--- config.mk ---
export PLATFORM = sky130hd
export DESIGN_NAME = mem_wb_stage_flat
export DESIGN_NICKNAME = d
export VERILOG_FILES = /design/src/rtl/riscv_pkg.sv /design/src/rtl/mem_wb_stage_if.sv /design/src/rtl/wb_load_align.sv /design/src/rtl/mem_wb_stage.sv /design/src/flat_wrapper.sv
export SDC_FILE = /design/constraint.sdc
export NUM_CORES = 1
export LEC_CHECK = 0
export BUFFER_PORTS_ARGS = -buffer_cell sky130_fd_sc_hd__buf_2
export CORE_MARGIN = 1
export CORE_UTILIZATION = 35
export DETAILED_ROUTE_END_ITERATION = 16
export MAX_ROUTING_LAYER = met4
export PLACE_DENSITY_LB_ADDON = 0.12
export SYNTH_ARGS = -nofsm -noshare
export SYNTH_HDL_FRONTEND = slang
export SYNTH_HIERARCHICAL = 1
export SYNTH_SLANG_ARGS = --single-unit
--- constraint.sdc ---
create_clock -name clk -period 2.7 [get_ports clk]
set_input_delay 0.405 -clock clk [delete_from_list [all_inputs] [get_ports clk]]
set_output_delay 0.405 -clock clk [all_outputs]
set_load 0.05 [all_outputs]
--- src/rtl/riscv_pkg.sv ---
// Shared types and defaults for the MEM/WB pipeline slice: load funct3 codes,
// writeback FSM states and datapath width defaults.
package riscv_pkg;

  localparam int XLEN_DEF = 32;
  localparam int RA_W_DEF = 5;
  localparam int TOCNT_W  = 16;

  typedef enum logic [2:0] {
    F3_LB  = 3'b000,
    F3_LH  = 3'b001,
    F3_LW  = 3'b010,
    F3_LBU = 3'b100,
    F3_LHU = 3'b101
  } load_f3_e;

  typedef enum logic {
    RUN  = 1'b0,
    WAIT = 1'b1
  } wb_state_e;

endpackage

--- src/rtl/mem_wb_stage_if.sv ---
// EX/MEM -> WB bus: incoming instruction fields, data-memory response,
// stall back-pressure, Regfile write port and FSM debug state.
interface mem_wb_stage_if
  import riscv_pkg::*;
#(
  parameter int XLEN = XLEN_DEF,
  parameter int RA_W = RA_W_DEF
);
  // Handshake: EX_MEM_valid offers an instruction; it is taken on the next
  // rising edge unless mem_stall is high, in which case upstream holds every
  // EX_MEM_* field stable. dmem_rvalid qualifies dmem_rdata for one cycle.
  logic            EX_MEM_valid;
  logic            EX_MEM_regwrite;
  logic            EX_MEM_memread;
  logic [RA_W-1:0] EX_MEM_rd;
  logic [2:0]      EX_MEM_funct3;
  logic [XLEN-1:0] EX_MEM_alures;
  logic            flush;
  logic            dmem_rvalid;
  logic [XLEN-1:0] dmem_rdata;
  logic            mem_stall;
  logic            MEM_WB_regwrite;
  logic [RA_W-1:0] MEM_WB_rd;
  logic [XLEN-1:0] WB_res;
  logic            load_err;
  wb_state_e       dbg_state;

  modport master (
    output EX_MEM_valid, EX_MEM_regwrite, EX_MEM_memread, EX_MEM_rd,
           EX_MEM_funct3, EX_MEM_alures, flush, dmem_rvalid, dmem_rdata,
    input  mem_stall, MEM_WB_regwrite, MEM_WB_rd, WB_res, load_err, dbg_state
  );

  modport slave (
    input  EX_MEM_valid, EX_MEM_regwrite, EX_MEM_memread, EX_MEM_rd,
           EX_MEM_funct3, EX_MEM_alures, flush, dmem_rvalid, dmem_rdata,
    output mem_stall, MEM_WB_regwrite, MEM_WB_rd, WB_res, load_err, dbg_state
  );

endinterface

--- src/rtl/wb_load_align.sv ---
// Combinational load alignment: picks the byte/half/word addressed by
// addr_lo out of the raw memory word and sign- or zero-extends it.
module wb_load_align
  import riscv_pkg::*;
#(
  parameter int XLEN = XLEN_DEF
) (
  input  logic [XLEN-1:0] i_rdata,
  input  logic [2:0]      i_funct3,
  input  logic [1:0]      i_addr_lo,
  output logic [XLEN-1:0] o_result
);

  logic [7:0]  w_byte;
  logic [15:0] w_half;

  always_comb begin
    w_byte = i_rdata[7:0];
    case (i_addr_lo)
      2'd0:    w_byte = i_rdata[7:0];
      2'd1:    w_byte = i_rdata[15:8];
      2'd2:    w_byte = i_rdata[23:16];
      default: w_byte = i_rdata[31:24];
    endcase
    // addr_lo[0] is deliberately ignored for halfword loads
    w_half = i_addr_lo[1] ? i_rdata[31:16] : i_rdata[15:0];
  end

  always_comb begin
    o_result = i_rdata;
    case (i_funct3)
      F3_LB:   o_result = {{(XLEN-8){w_byte[7]}}, w_byte};
      F3_LBU:  o_result = {{(XLEN-8){1'b0}}, w_byte};
      F3_LH:   o_result = {{(XLEN-16){w_half[15]}}, w_half};
      F3_LHU:  o_result = {{(XLEN-16){1'b0}}, w_half};
      default: o_result = i_rdata;
    endcase
  end

endmodule

--- src/rtl/mem_wb_stage.sv ---
// MEM->WB pipeline stage: registers ALU results and load responses onto the
// Regfile write port, stalls for late loads, times out lost ones.
// Optional retire counter output enabled by defining MEM_WB_RETIRE_CNT_EN.
module mem_wb_stage
  import riscv_pkg::*;
#(
  parameter int XLEN         = XLEN_DEF,
  parameter int RA_W         = RA_W_DEF,
  parameter int LOAD_TIMEOUT = 255
) (
  input  logic         clk,
  input  logic         rst_n,
  mem_wb_stage_if.slave bus
`ifdef MEM_WB_RETIRE_CNT_EN
  ,
  output logic [31:0]  retire_cnt
`endif
);

  localparam logic [TOCNT_W-1:0] TIMEOUT = TOCNT_W'(LOAD_TIMEOUT);

  wb_state_e           r_state;
  logic [TOCNT_W-1:0]  r_cnt;
  logic [RA_W-1:0]     r_rd_lat;
  logic [2:0]          r_f3_lat;
  logic [1:0]          r_lo_lat;
  logic                r_we_lat;
  logic                r_regwrite;
  logic [RA_W-1:0]     r_rd;
  logic [XLEN-1:0]     r_res;
  logic                r_load_err;

  logic                w_accept;
  logic                w_we_new;
  logic                w_stall;
  logic                w_wr_now;
  logic [2:0]          w_al_f3;
  logic [1:0]          w_al_lo;
  logic [XLEN-1:0]     w_aligned;

  assign w_accept = bus.EX_MEM_valid & ~bus.flush;
  assign w_we_new = bus.EX_MEM_regwrite & (bus.EX_MEM_rd != '0);

  // In WAIT the aligner must use the fields captured when the load was taken
  assign w_al_f3 = (r_state == WAIT) ? r_f3_lat : bus.EX_MEM_funct3;
  assign w_al_lo = (r_state == WAIT) ? r_lo_lat : bus.EX_MEM_alures[1:0];

  wb_load_align #(.XLEN(XLEN)) u_align (
    .i_rdata   (bus.dmem_rdata),
    .i_funct3  (w_al_f3),
    .i_addr_lo (w_al_lo),
    .o_result  (w_aligned)
  );

  always_comb begin
    w_stall  = 1'b0;
    w_wr_now = 1'b0;
    if (r_state == WAIT) begin
      w_stall  = ~bus.dmem_rvalid & (r_cnt != TIMEOUT);
      w_wr_now = bus.dmem_rvalid & r_we_lat;
    end else begin
      w_stall  = w_accept & bus.EX_MEM_memread & ~bus.dmem_rvalid;
      w_wr_now = w_accept & ~w_stall & w_we_new;
    end
  end

  always_ff @(posedge clk or negedge rst_n) begin
    if (!rst_n) begin
      r_state    <= RUN;
      r_cnt      <= '0;
      r_rd_lat   <= '0;
      r_f3_lat   <= '0;
      r_lo_lat   <= '0;
      r_we_lat   <= 1'b0;
      r_regwrite <= 1'b0;
      r_rd       <= '0;
      r_res      <= '0;
      r_load_err <= 1'b0;
    end else begin
      r_regwrite <= w_wr_now;
      case (r_state)
        RUN: begin
          r_cnt <= '0;
          if (w_accept) begin
            if (w_stall) begin
              r_rd_lat <= bus.EX_MEM_rd;
              r_f3_lat <= bus.EX_MEM_funct3;
              r_lo_lat <= bus.EX_MEM_alures[1:0];
              r_we_lat <= w_we_new;
              // the accept cycle already counts as one cycle without data
              r_cnt    <= TOCNT_W'(1);
              r_state  <= WAIT;
            end else begin
              r_rd  <= bus.EX_MEM_rd;
              r_res <= bus.EX_MEM_memread ? w_aligned : bus.EX_MEM_alures;
            end
          end
        end
        WAIT: begin
          if (bus.dmem_rvalid) begin
            r_rd    <= r_rd_lat;
            r_res   <= w_aligned;
            r_cnt   <= '0;
            r_state <= RUN;
          end else if (r_cnt == TIMEOUT) begin
            r_load_err <= 1'b1;
            r_cnt      <= '0;
            r_state    <= RUN;
          end else begin
            r_cnt <= r_cnt + TOCNT_W'(1);
          end
        end
        default: r_state <= RUN;
      endcase
    end
  end

  assign bus.mem_stall       = w_stall;
  assign bus.MEM_WB_regwrite = r_regwrite;
  assign bus.MEM_WB_rd       = r_rd;
  assign bus.WB_res          = r_res;
  assign bus.load_err        = r_load_err;
  assign bus.dbg_state       = r_state;

`ifdef MEM_WB_RETIRE_CNT_EN
  logic [31:0] r_retire_cnt;

  always_ff @(posedge clk or negedge rst_n) begin
    if (!rst_n) begin
      r_retire_cnt <= '0;
    end else if (w_wr_now) begin
      r_retire_cnt <= r_retire_cnt + 32'd1;
    end
  end

  assign retire_cnt = r_retire_cnt;
`endif

endmodule

--- src/flat_wrapper.sv ---
// flat-port wrapper written by rule: the top's interface ports become plain ports
module mem_wb_stage_flat import riscv_pkg::*;
#(
  parameter int XLEN         = XLEN_DEF,
  parameter int RA_W         = RA_W_DEF,
  parameter int LOAD_TIMEOUT = 255
)
  (clk, rst_n, bus_EX_MEM_valid, bus_EX_MEM_regwrite, bus_EX_MEM_memread, bus_EX_MEM_rd, bus_EX_MEM_funct3, bus_EX_MEM_alures, bus_flush, bus_dmem_rvalid, bus_dmem_rdata, bus_mem_stall, bus_MEM_WB_regwrite, bus_MEM_WB_rd, bus_WB_res, bus_load_err, bus_dbg_state);
  mem_wb_stage_if #(.XLEN(XLEN), .RA_W(RA_W)) bus_i ();
  input  logic clk;
  input  logic rst_n;
  input wire logic [$bits(bus_i.EX_MEM_valid)-1:0] bus_EX_MEM_valid;
  input wire logic [$bits(bus_i.EX_MEM_regwrite)-1:0] bus_EX_MEM_regwrite;
  input wire logic [$bits(bus_i.EX_MEM_memread)-1:0] bus_EX_MEM_memread;
  input wire logic [$bits(bus_i.EX_MEM_rd)-1:0] bus_EX_MEM_rd;
  input wire logic [$bits(bus_i.EX_MEM_funct3)-1:0] bus_EX_MEM_funct3;
  input wire logic [$bits(bus_i.EX_MEM_alures)-1:0] bus_EX_MEM_alures;
  input wire logic [$bits(bus_i.flush)-1:0] bus_flush;
  input wire logic [$bits(bus_i.dmem_rvalid)-1:0] bus_dmem_rvalid;
  input wire logic [$bits(bus_i.dmem_rdata)-1:0] bus_dmem_rdata;
  output wire logic [$bits(bus_i.mem_stall)-1:0] bus_mem_stall;
  output wire logic [$bits(bus_i.MEM_WB_regwrite)-1:0] bus_MEM_WB_regwrite;
  output wire logic [$bits(bus_i.MEM_WB_rd)-1:0] bus_MEM_WB_rd;
  output wire logic [$bits(bus_i.WB_res)-1:0] bus_WB_res;
  output wire logic [$bits(bus_i.load_err)-1:0] bus_load_err;
  output wire logic [$bits(bus_i.dbg_state)-1:0] bus_dbg_state;
  assign bus_i.EX_MEM_valid = bus_EX_MEM_valid;
  assign bus_i.EX_MEM_regwrite = bus_EX_MEM_regwrite;
  assign bus_i.EX_MEM_memread = bus_EX_MEM_memread;
  assign bus_i.EX_MEM_rd = bus_EX_MEM_rd;
  assign bus_i.EX_MEM_funct3 = bus_EX_MEM_funct3;
  assign bus_i.EX_MEM_alures = bus_EX_MEM_alures;
  assign bus_i.flush = bus_flush;
  assign bus_i.dmem_rvalid = bus_dmem_rvalid;
  assign bus_i.dmem_rdata = bus_dmem_rdata;
  assign bus_mem_stall = bus_i.mem_stall;
  assign bus_MEM_WB_regwrite = bus_i.MEM_WB_regwrite;
  assign bus_MEM_WB_rd = bus_i.MEM_WB_rd;
  assign bus_WB_res = bus_i.WB_res;
  assign bus_load_err = bus_i.load_err;
  assign bus_dbg_state = bus_i.dbg_state;
  mem_wb_stage #(.XLEN(XLEN), .RA_W(RA_W), .LOAD_TIMEOUT(LOAD_TIMEOUT)) u_core (.clk(clk), .rst_n(rst_n), .bus(bus_i));
endmodule
After elaboration in Yosys (flattened, before gate mapping)
Cells that the tools add are included.
{ "word_totals": {"reg_bits": 67, "latch_bits": 0, "mem_bits_rw": 0, "mem_bits_ro": 0, "in_bits": 79, "out_inout_bits": 41, "wordCells": 65, "mem_count": 0} }
{ "op_classes": {"addsub": 1, "multipliers": 0, "div": 0, "n_lt_le_gt_ge": 0, "eq_ne": 10, "shifts": 0, "mux": 26, "bitwise": 12, "n_reduce_logical": 6} }
{ "ops": {"columns": ["operator", "count"], "rows": [
  ["2-to-1 mux 32 bit", 4],
  ["case mux 32 bit (4 select lines)", 1],
  ["2-to-1 mux 16 bit", 4],
  ["case mux 32 bit (2 select lines)", 1],
  ["case mux 16 bit (2 select lines)", 1],
  ["case mux 8 bit (3 select lines)", 1],
  ["adder 16 x 1 -> 16 bit, second input constant", 1],
  ["== test 16 x 8 -> 1 bit, second input constant", 1],
  ["inequality test 16 x 8 -> 1 bit, second input constant", 1],
  ["2-to-1 mux 5 bit", 3],
  ["case mux 5 bit (2 select lines)", 1],
  ["AND reduction 3 bit", 3],
  ["bitwise AND 1 bit", 8],
  ["2-to-1 mux 1 bit", 7],
  ["== test 3 bit, second input constant", 2],
  ["nonzero test 5 bit", 1],
  ["inequality test 2 bit, second input constant", 2],
  ["NOT 1 bit", 4],
  ["== test 3 x 1 -> 1 bit, second input constant", 1],
  ["zero test 3 bit", 1],
  ["2-to-1 mux 3 bit", 1],
  ["== test 2 x 1 -> 1 bit, second input constant", 1],
  ["== test 2 bit, second input constant", 1],
  ["zero test 2 bit", 1],
  ["3 further kinds", 3]
]} }

Logic depth before layout (Yosys ltp)
Gate-level depths: netlist (run 1).
{ "depth": {"ltp_word": 8, "mapped_depth": 10, "mapped_depth_nobuf": 6} }

Modules after synthesis
The synthesis (run 1) kept the hierarchy.
{ "by_module_without_submodules": {"columns": ["module", "n_inst", "cells_each", "area_each_um2", "seq_area_each_um2"], "rows": [
  ["mem_wb_stage", 1, 287, 3168.0, 1676.6],
  ["wb_load_align", 1, 133, 969.7, 0.0]
]} }

Worst setup path after synthesis (run 1)
Ideal clock, no wire load.
{ "synth_path": {"path_type": "reg2reg", "startpoint": "register u_core.r_state, in the netlist u_core/bus.dbg_state", "endpoint": "register u_core.r_res[8], in the netlist u_core/bus.WB_res[8]", "setup_time_ns": 0.123, "arrival_time_ns": 2.619, "t_required_ns": 2.577, "path_slack_ns": -0.042, "path_stages_with_launch": 11, "period_less_slack_ns": 2.742, "path_cell_list": "dfrtp_1 buf_2 buf_2 mux2_2 buf_6 mux2_4 a22oi_4 buf_6 o221ai_2 mux2i_1 o21ai_1"} }
{ "synth_between": {"elab_chain_len": 8, "elab_cells_between_ends": 23, "classes_between": "8 x eq/ne; 11 x mux; 1 x bitwise; 3 x reduce/logical"} }
{ "synth_rtl": {"columns": ["element", "line_no", "text"], "rows": [
  ["start: declaration", "mem_wb_stage.sv:22", "wb_state_e r_state;"],
  ["start signal: assignment", "mem_wb_stage.sv:69", "r_state <= RUN;"],
  ["start signal: assignment", "mem_wb_stage.sv:92", "r_state <= WAIT;"],
  ["start signal: assignment", "mem_wb_stage.sv:104", "r_state <= RUN;"],
  ["2-to-1 mux 2 bit (*)", "mem_wb_stage.sv:46", "assign w_al_lo = (r_state == WAIT) ? r_lo_lat : bus.EX_MEM_alures[1:0];"],
  ["net u_core.w_al_lo[0]", "mem_wb_stage.sv:38", "logic [1:0] w_al_lo;"],
  ["== test 2 bit (tied with other cells)", "wb_load_align.sv:19", "case (i_addr_lo)"],
  ["case mux 8 bit (3 select lines) (*)", "wb_load_align.sv:19", null],
  ["case mux 32 bit (4 select lines) (*)", "wb_load_align.sv:31", "case (i_funct3)"],
  ["net u_core.w_aligned[8]", "mem_wb_stage.sv:39", "logic [XLEN-1:0] w_aligned;"],
  ["2-to-1 mux 32 bit", "mem_wb_stage.sv:95", "r_res <= bus.EX_MEM_memread ? w_aligned : bus.EX_MEM_alures;"],
  ["2-to-1 mux 32 bit", "mem_wb_stage.sv:85", "if (w_stall) begin"],
  ["2-to-1 mux 32 bit", "mem_wb_stage.sv:84", "if (w_accept) begin"],
  ["case mux 32 bit (2 select lines) (*)", "mem_wb_stage.sv:81", "case (r_state)"],
  ["end signal: assignment", "mem_wb_stage.sv:95", null],
  ["end signal: assignment", "mem_wb_stage.sv:102", "r_res <= w_aligned;"],
  ["end: declaration", "mem_wb_stage.sv:30", "logic [XLEN-1:0] r_res;"]
]} }
The timed path passes the listed nets; every way through them passes the cells marked *. The select of a mux whose other input is x is not followed.
A chain may end at the register's enable or synchronous reset.

Worst setup path after layout (run 1)
{ "layout_path": {"startpoint": "register u_core.r_state, in the netlist u_core/bus.dbg_state", "endpoint": "register u_core.r_res[0], in the netlist u_core/bus.WB_res[0]"} }
{ "layout_between": {"elab_chain_len": 8, "elab_cells_between_ends": 23, "classes_between": "8 x eq/ne; 11 x mux; 1 x bitwise; 3 x reduce/logical"} }
{ "layout_rtl": {"columns": ["element", "line_no"], "rows": [
  ["2-to-1 mux 2 bit (*)", "mem_wb_stage.sv:46"],
  ["net u_core.w_al_lo[1]", "mem_wb_stage.sv:38"],
  ["== test 2 bit (tied with other cells)", "wb_load_align.sv:19"],
  ["case mux 8 bit (3 select lines)", "wb_load_align.sv:19"],
  ["case mux 32 bit (4 select lines) (*)", "wb_load_align.sv:31"],
  ["net u_core.w_aligned[0]", "mem_wb_stage.sv:39"],
  ["2-to-1 mux 32 bit", "mem_wb_stage.sv:95"],
  ["2-to-1 mux 32 bit", "mem_wb_stage.sv:85"],
  ["2-to-1 mux 32 bit", "mem_wb_stage.sv:84"],
  ["case mux 32 bit (2 select lines) (*)", "mem_wb_stage.sv:81"]
]} }
Marks and branches as above.

==> results.yml, run 1 <==
worst_setup_path:
  critPathMaxFanout: 29
  crit_required_ns: 2.96
  rr_worst_depth: 6
  cp-start-kind: "flip-flop"
  endpoint_kind: "flip-flop"
  setup.worst_path.class: "flip-flop to flip-flop"
  worstPathArrival_ns: 2.75
cells_and_area:
  layout_common_cells: "buf_2, dfrtp_1, nand2_1, nor2_1"
  fin_nets: 607
  final_common_cell: "buf_2"
  synthToLayoutAreaGrowth_pct: 23.7
  layout-drive-gt1-share_pct: 32.7
  fillers: 1162
  final_util_pct: 44.6
route:
  drcViolationCount: 0
  vias: 3538
  viasPerCell: 5.23
  postRouteAntennaNets: 0
  wl_per_cell_um: 16.6
  firstDrtPassIters: 4
  drt_iter0_drc: 162
  drt_wl_total_mm: 11.2
pwr:
  p_int_mw: 2.28
  switching_power_mw: 1.43
  power_mw: 3.71
  swShare_pct: 38.6
  p_seq_share_pct: 33.9
  p_clk_share_pct: 32.4
  p_comb_share_pct: 33.6
  power.density_nw_per_um2: 725
  p_leak_nw: 2.39
  ir_drop_mv: 0.367
die:
  start_util_pct: 36.1
  die_h_um: 111
  die_area_um2: 12300
  coreArea_um2: 11500
  floorplan.rows: 39
  ios: 120
  die_w_um: 111
placement:
  io_buffers: 119
  hpwl_mm: 8.08
  pre_cts_ws_ns: 0.228
  place_congestion: 0.867
yosys:
  synth_top_cell_by_area: "dfrtp_1"
  synth_top_area_share_pct: 40.5
  synth-edff-count: 0
  synthTopCellsByArea: "dfrtp_1, mux2i_1, o21ai_1"
  syn_avg_cell_area_um2: 9.85
  syn_nets: 500
  synthDistinctLibCells: 51
  synthFlopType: "dfrtp_1"
  synth-seq-area-share_pct: 40.5
  ys_async_sr_fraction_pct: 100
  synth_warnings: 6
  synth-seq-cells: 67
  synthCells: 420
  mappedNetlistArea_um2: 4140
clocking:
  hold_buffers: 0
  cts_tree: "yes"
  cts.repair.resized: 0
  clk_path_buf_depth: 2
  cts_setup_buffers: 0
  worstSkewPairLatency_ns: 0.33
  root_buffer: "clkbuf_16"
  clk_pin_slew_ns: 0.06
  clock_sinks: 67
  numCtsBuffers: 9
  htreeDepth: 3
sta:
  period_minus_slack_ns: 2.50
  rsz0062_at_grt: "no"
  setup_tns_ns: 0
  fmax_mhz: 401
  setup_ws_ns: 0.204
  slew_violations: 0
  worstMarginPinSlew_ns: 0.686
  hold-worst-slack_ns: 0.0819
  finalCritPeriodShare_pct: 92.4
  setup_viol_count_final: 0
  hold_viol_final: 0
  finClkSkew_ns: 0.00543
  maxSlewHeadroom_pct: 54.3
global_route:
  grt_pass1_vias: 3454
  overflow: 0
  grt_usage_pct: 19.4
  grt_max_degree: 75
  grt_pass1_wl_mm: 18.3
  grt_antenna_before_repair: 1
status:
  status: "complete, no violations"
worst_hold_path:
  hp-class: "primary input to asynchronous set/reset pin"
flow_run:
  drv_cap: 0
-- through the flow --
step           cells  instance area (µm²)
2_1_floorplan    420                 4140
3_3_place_gp     659                 4810
3_5_place_dp     659                 4810
4_1_cts          675                 5120
5_1_grt          676                 5120
6_report         676                 5120
-- state kept, by name (all words and copies together), names as in the netlist --
| name | cells |
|---|---|
| u_core/bus.WB_res | 32 |
| u_core/r_cnt | 16 |
| u_core/bus.MEM_WB_rd | 5 |
| u_core/r_rd_lat | 5 |
| u_core/r_f3_lat | 3 |
| u_core/r_lo_lat | 2 |
| u_core/bus.MEM_WB_regwrite | 1 |
| u_core/bus.dbg_state | 1 |
| u_core/bus.load_err | 1 |
| u_core/r_we_lat | 1 |
-- critical path: stages (launching register included) --
cell      delay (ns)
dfrtp_2         0.43
mux2_2          0.63
nand2b_1        0.41
a21oi_1         0.12
a311oi_1        0.54
mux2i_1         0.15
o21ai_1         0.14
-- area by class of cell --
type / instances / area [µm²] / area share (%)
Tap cell: 143 / 179 / 3.50
Antenna cell: 1 / 2.50 / 0.0489
Clock buffer: 10 / 239 / 4.67
Timing Repair Buffer: 127 / 693 / 13.5
Sequential cell: 67 / 1680 / 32.8
Inverter: 14 / 52.6 / 1.03
Multi-Input combinational cell: 308 / 2210 / 43.2
Clock inverter: 6 / 63.8 / 1.25
-- synthesized netlist by cell type, drive strengths merged (2+ instances only) --
master,instances
o221ai,7
buf,27
a21oi,15
nand2b,2
a221oi,2
o22ai,17
nor4,6
nor2,44
and4,2
nand3,6
inv,13
mux2i,39
xnor2,7
mux4,7
dfrtp,67
a311oi,7
clkbuf,4
xor2,7
nand2,51
mux2,17
nor2b,10
nand4,9
o21ai,41
-- power groups by stage --
stage / clock network (mW) / logic (mW) / registers (mW)
after floorplan: 0 / 0.463 / 1.73
after global placement: 0 / 1.25 / 1.27
after detailed placement: 0 / 1.26 / 1.28
after CTS: 1.24 / 1.26 / 1.26
after global routing: 1.28 / 1.33 / 1.28
final: 1.20 / 1.25 / 1.26
-- per-layer routing --
metal  up-vias  wire length, µm  track usage, %
met3        10              540            3.72
met4         0              112            4.89
met5         -                0               -
met2       116             5240            29.3
li1       1733                -               -
met1      1679             5330            26.8
-- final timing paths --
path / from / end / slack, ns
worst max-delay path: u_core/bus.dbg_state / u_core/bus.WB_res[0] / 0.20
worst min-delay path: rst_n / u_core/bus.MEM_WB_rd[1] / 0.08
worst max register to register: u_core/bus.dbg_state / u_core/bus.WB_res[0] / 0.20
worst min register to register: u_core/bus.MEM_WB_rd[3] / u_core/bus.MEM_WB_rd[3] / 0.48
max in group asynchronous: rst_n / u_core/bus.WB_res[10] / 2.30
min in group clk: bus_EX_MEM_funct3[1] / u_core/r_f3_lat[1] / 0.32
-- kinds of logic (layout without fill, tap and decap cells) --
group	after synthesis	in the layout	synth area share, %
flip-flops	67	67	40.5
AND/OR/NAND/NOR	135	135	16.2
XOR/XNOR	14	14	2.96
other	0	1	0
buffers and inverters	45	157	6.38
adder cells (fa/ha/maj)	1	1	0.302
multiplexers	63	63	18.7
AO/OA/AOI/OAI	95	95	14.9
Power figures use the tool's default switching activity.
==> inputs of run 2 (changes only) <==
==> constraint.sdc (replaced) <==
create_clock -name clk -period 3 [get_ports clk]
set_input_delay 0.45 -clock clk [delete_from_list [all_inputs] [get_ports clk]]
set_output_delay 0.45 -clock clk [all_outputs]
set_load 0.05 [all_outputs]
==> results.yml, run 2 (synthesis gave the netlist of run 1 again) <==
status:
  status: "complete, no violations"
route:
  firstDrtPassIters: 4
  postRouteAntennaNets: 0
  wl_per_cell_um: 16.4
  drt_iter0_drc: 208
  vias: 3562
  viasPerCell: 5.28
  drt_wl_total_mm: 11.1
  drcViolationCount: 0
sta:
  finalCritPeriodShare_pct: 86.9
  maxSlewHeadroom_pct: 52.6
  finClkSkew_ns: 0.00632
  rsz0062_at_grt: "no"
  period_minus_slack_ns: 2.61
  fmax_mhz: 384
  hold_viol_final: 0
  worstMarginPinSlew_ns: 0.710
  slew_violations: 0
  setup_tns_ns: 0
  setup_viol_count_final: 0
die:
  coreArea_um2: 11500
  die_area_um2: 12300
  die_h_um: 111
  ios: 120
  floorplan.rows: 39
  die_w_um: 111
  start_util_pct: 36.1
flow_run:
  drv_cap: 0
clocking:
  htreeDepth: 3
  clk_path_buf_depth: 2
  clk_pin_slew_ns: 0.06
  cts_setup_buffers: 0
  hold_buffers: 0
  root_buffer: "clkbuf_16"
  cts_tree: "yes"
  worstSkewPairLatency_ns: 0.33
  cts.repair.resized: 0
  clock_sinks: 67
  numCtsBuffers: 9
cells_and_area:
  antennaDiodeCount: 0
  layout_common_cells: "buf_2, dfrtp_1, nand2_1, nor2_1"
  final_common_cell: "buf_2"
  largest_reg_flops: 32
  fillers: 1136
  seq_area_um2: 1680
  multi_input_area_um2: 2210
  layout-drive-gt1-share_pct: 32.4
  fin_nets: 607
  fin_cells: 674
  synthToLayoutAreaGrowth_pct: 23.0
pwr:
  ir_drop_mv: 0.416
  power.density_nw_per_um2: 661
  p_leak_nw: 2.39
global_route:
  overflow: 0
  grt_max_degree: 75
  grt_antenna_before_repair: 0
  grt_pass1_wl_mm: 17.8
  grt_usage_pct: 19.1
  grt_pass1_vias: 3497
worst_setup_path:
  endpoint_kind: "output port"
  rr_worst_depth: 7
  critPathMaxFanout: 17
  setup.worst_path.class: "flip-flop to output port"
  cp-start-kind: "flip-flop"
  crit_required_ns: 2.55
  worstPathArrival_ns: 2.16
placement:
  io_buffers: 119
  place_congestion: 0.855
  dp.cells: 659
  hpwl_mm: 8.02
worst_hold_path:
  hp-class: "primary input to asynchronous set/reset pin"
[run 2: cell types whose count changed in the layout (fill, tap and decap cells not counted), sizes merged]
| cell | delta |
|---|---|
| inv | -1 |
| diode | -1 |
| clkinvlp | -1 |
| bufinv | +1 |
[run 2: critical path, cell delays in order, from the launching register on]
cell     delay, ns
dfrtp_1       0.42
ha_1          0.27
and4_1        0.26
nand4_1       0.13
nand3_2       0.34
nand2_1       0.14
buf_2         0.27
[run 2: per-stage QoR]
stage          util, %  total power, mW  instance area (µm²)  hold WS (ns)  setup slack, ns
6_report          44.4             3.36                 5090         0.134            0.394
5_1_grt           44.4             3.54                 5090         0.187            0.181
4_1_cts           44.4             3.41                 5090         0.149            0.359
3_5_place_dp      41.6             2.27                 4770         0.465            0.575
3_3_place_gp      41.6             2.25                 4770         0.454            0.620
2_1_floorplan        -             1.97                 4140         0.154            0.258
[run 2: layout make-up]
type,instances,area share (%)
multi-input cells,308,43.4
flip-flops and latches,67,32.9
repair buffers,127,12.9
clock buffers,10,4.69
well taps,143,3.51
clock inverters,5,1.52
inverters,14,1.03
[run 2: power by group]
group	switching [mW]	total, mW	internal (mW)
Combinational	0.785	1.11	0.322
Clock	0.381	1.12	0.742
Sequential	0.0778	1.13	1.05
Total	1.24	3.36	2.12
[run 2: final timing paths]
kind | slack [ns] | from | endpoint
setup / recovery | 0.39 | u_core/r_cnt[0] | bus_mem_stall
hold / removal | 0.13 | rst_n | u_core/bus.MEM_WB_rd[2]
setup reg to reg | 0.59 | u_core/bus.dbg_state | u_core/bus.WB_res[21]
hold reg to reg | 0.48 | u_core/bus.MEM_WB_rd[3] | u_core/bus.MEM_WB_rd[3]
max in group asynchronous | 2.08 | rst_n | u_core/bus.WB_res[5]
min in group clk | 0.36 | bus_EX_MEM_rd[2] | u_core/r_rd_lat[2]
[run 2: routing by layer]
layer | wire length, µm | global-route usage, % | part of all wire (%) | vias to the layer above
met5 | 0 | - | 0 | -
met4 | 226 | 6.49 | 2.0 | 0
met3 | 706 | 5.41 | 6.4 | 18
met2 | 4970 | 27.7 | 45 | 129
met1 | 5160 | 25.6 | 47 | 1690
li1 | - | - | - | 1725
==> inputs of run 3 (changes only) <==
==> constraint.sdc (replaced) <==
create_clock -name clk -period 2.65 [get_ports clk]
set_input_delay 0.3975 -clock clk [delete_from_list [all_inputs] [get_ports clk]]
set_output_delay 0.3975 -clock clk [all_outputs]
set_load 0.05 [all_outputs]
==> results.yml, run 3 (synthesis gave the netlist of run 1 again) <==
status:
  status: "complete, no violations"
worst_setup_path:
  endpoint_kind: "flip-flop"
  setup.worst_path.class: "flip-flop to flip-flop"
  startpoint: "u_core/bus.dbg_state"
  regToRegStartpoint: "u_core/bus.dbg_state"
  reg2reg_slack_ns: 0.24
  cp-start-kind: "flip-flop"
  worstPathArrival_ns: 2.61
  critPathMaxFanout: 23
  crit_required_ns: 2.86
  rr_worst_depth: 6
  r2r_end: "u_core/bus.WB_res[23]"
pwr:
  p_leak_nw: 2.41
  ir_drop_mv: 0.465
  power.density_nw_per_um2: 735
  power_mw: 3.77
cells_and_area:
  synthToLayoutAreaGrowth_pct: 24.0
  layout-drive-gt1-share_pct: 33.0
  antennaDiodeCount: 0
  largest_reg_flops: 32
  final_cell_area_um2: 5130
  fillers: 1113
  final_util_pct: 44.8
  fin_cells: 677
  final_common_cell: "buf_2"
  fin_nets: 609
  layout_common_cells: "buf_2, dfrtp_1, nand2_1, nor2_1"
die:
  ios: 120
  floorplan.rows: 39
  die_w_um: 111
  die_h_um: 111
  die_area_um2: 12300
  coreArea_um2: 11500
  start_util_pct: 36.1
clocking:
  clk_pin_slew_ns: 0.06
  clk_path_buf_depth: 2
  cts_setup_buffers: 0
  cts_tree: "yes"
  numCtsBuffers: 9
  clock_sinks: 67
  htreeDepth: 3
  hold_buffers: 0
  cts.repair.resized: 0
  worstSkewPairLatency_ns: 0.33
  root_buffer: "clkbuf_16"
route:
  drt_iter0_drc: 180
  firstDrtPassIters: 5
  viasPerCell: 5.24
  drcViolationCount: 0
  wl_per_cell_um: 16.4
  postRouteAntennaNets: 0
  vias: 3545
  drt_wl_total_mm: 11.1
flow_run:
  drv_cap: 0
sta:
  hold_viol_final: 0
  fmax_mhz: 415
  worstMarginPinSlew_ns: 0.686
  maxSlewHeadroom_pct: 54.3
  rsz0062_at_grt: "no"
  finClkSkew_ns: 0.00257
  slew_violations: 0
  hold-worst-slack_ns: 0.0360
  finalCritPeriodShare_pct: 90.9
  setup_tns_ns: 0
  period_minus_slack_ns: 2.41
  setup_viol_count_final: 0
  setup_ws_ns: 0.242
worst_hold_path:
  hp-class: "primary input to asynchronous set/reset pin"
placement:
  io_buffers: 119
  hpwl_mm: 8.06
  place_congestion: 0.858
  dp.cells: 661
  dpl_cell_area_um2: 4830
  pre_cts_ws_ns: 0.252
global_route:
  grt_usage_pct: 19.0
  overflow: 0
  grt_pass1_vias: 3524
  grt_pass1_wl_mm: 17.9
  grt_antenna_before_repair: 0
  grt_max_degree: 75
-- run 3: changes by cell type in the layout (fill, tap and decap cells not counted) --
cell	change
buf_12	+3
dfrtp_1	-1
buf_4	-1
bufinv_16	-1
clkinv_4	+2
dfrtp_2	+1
-- run 3: area by class of cell --
type,count,area (µm²),area share [%]
tap,143,179,3.49
sequential,67,1680,32.7
clock inverter,6,65.1,1.27
timing repair buffer,129,708,13.8
clock buffer,10,239,4.66
multi-input combinational,308,2210,43.1
inverter,14,52.6,1.02
-- run 3: worst max-delay path by stage --
| stage | end | depth (start not counted) |
|---|---|---|
| 2_1_floorplan | u_core/bus.WB_res[8] | 10 |
| 3_3_place_gp | u_core/bus.WB_res[29] | 6 |
| 3_5_place_dp | u_core/bus.WB_res[29] | 6 |
| 4_1_cts | u_core/bus.WB_res[29] | 6 |
| 5_1_grt | u_core/bus.WB_res[19] | 6 |
| 6_report | u_core/bus.WB_res[23] | 6 |
-- run 3: critical path: stages (launching register included) --
cell and delay (ns):
dfrtp_2 0.43, mux2_2 0.56, mux2i_1 0.25, o31a_1 0.58, o22ai_1 0.19, mux2i_1 0.17
o21ai_1 0.08
-- run 3: report_power, final --
part           total [mW]  internal [mW]  switching [mW]  leakage, nW
clock                1.22          0.753           0.464        0.148
sequential           1.28           1.19          0.0874        0.855
combinational        1.27          0.377           0.895         1.40
-- run 3: per-layer routing --
layer,global-route usage [%],wire (µm),up-vias
li1,-,-,1729
met1,25.2,5320,1681
met2,28.2,4960,115
met3,4.65,561,20
met4,7.20,248,0
met5,-,0,-
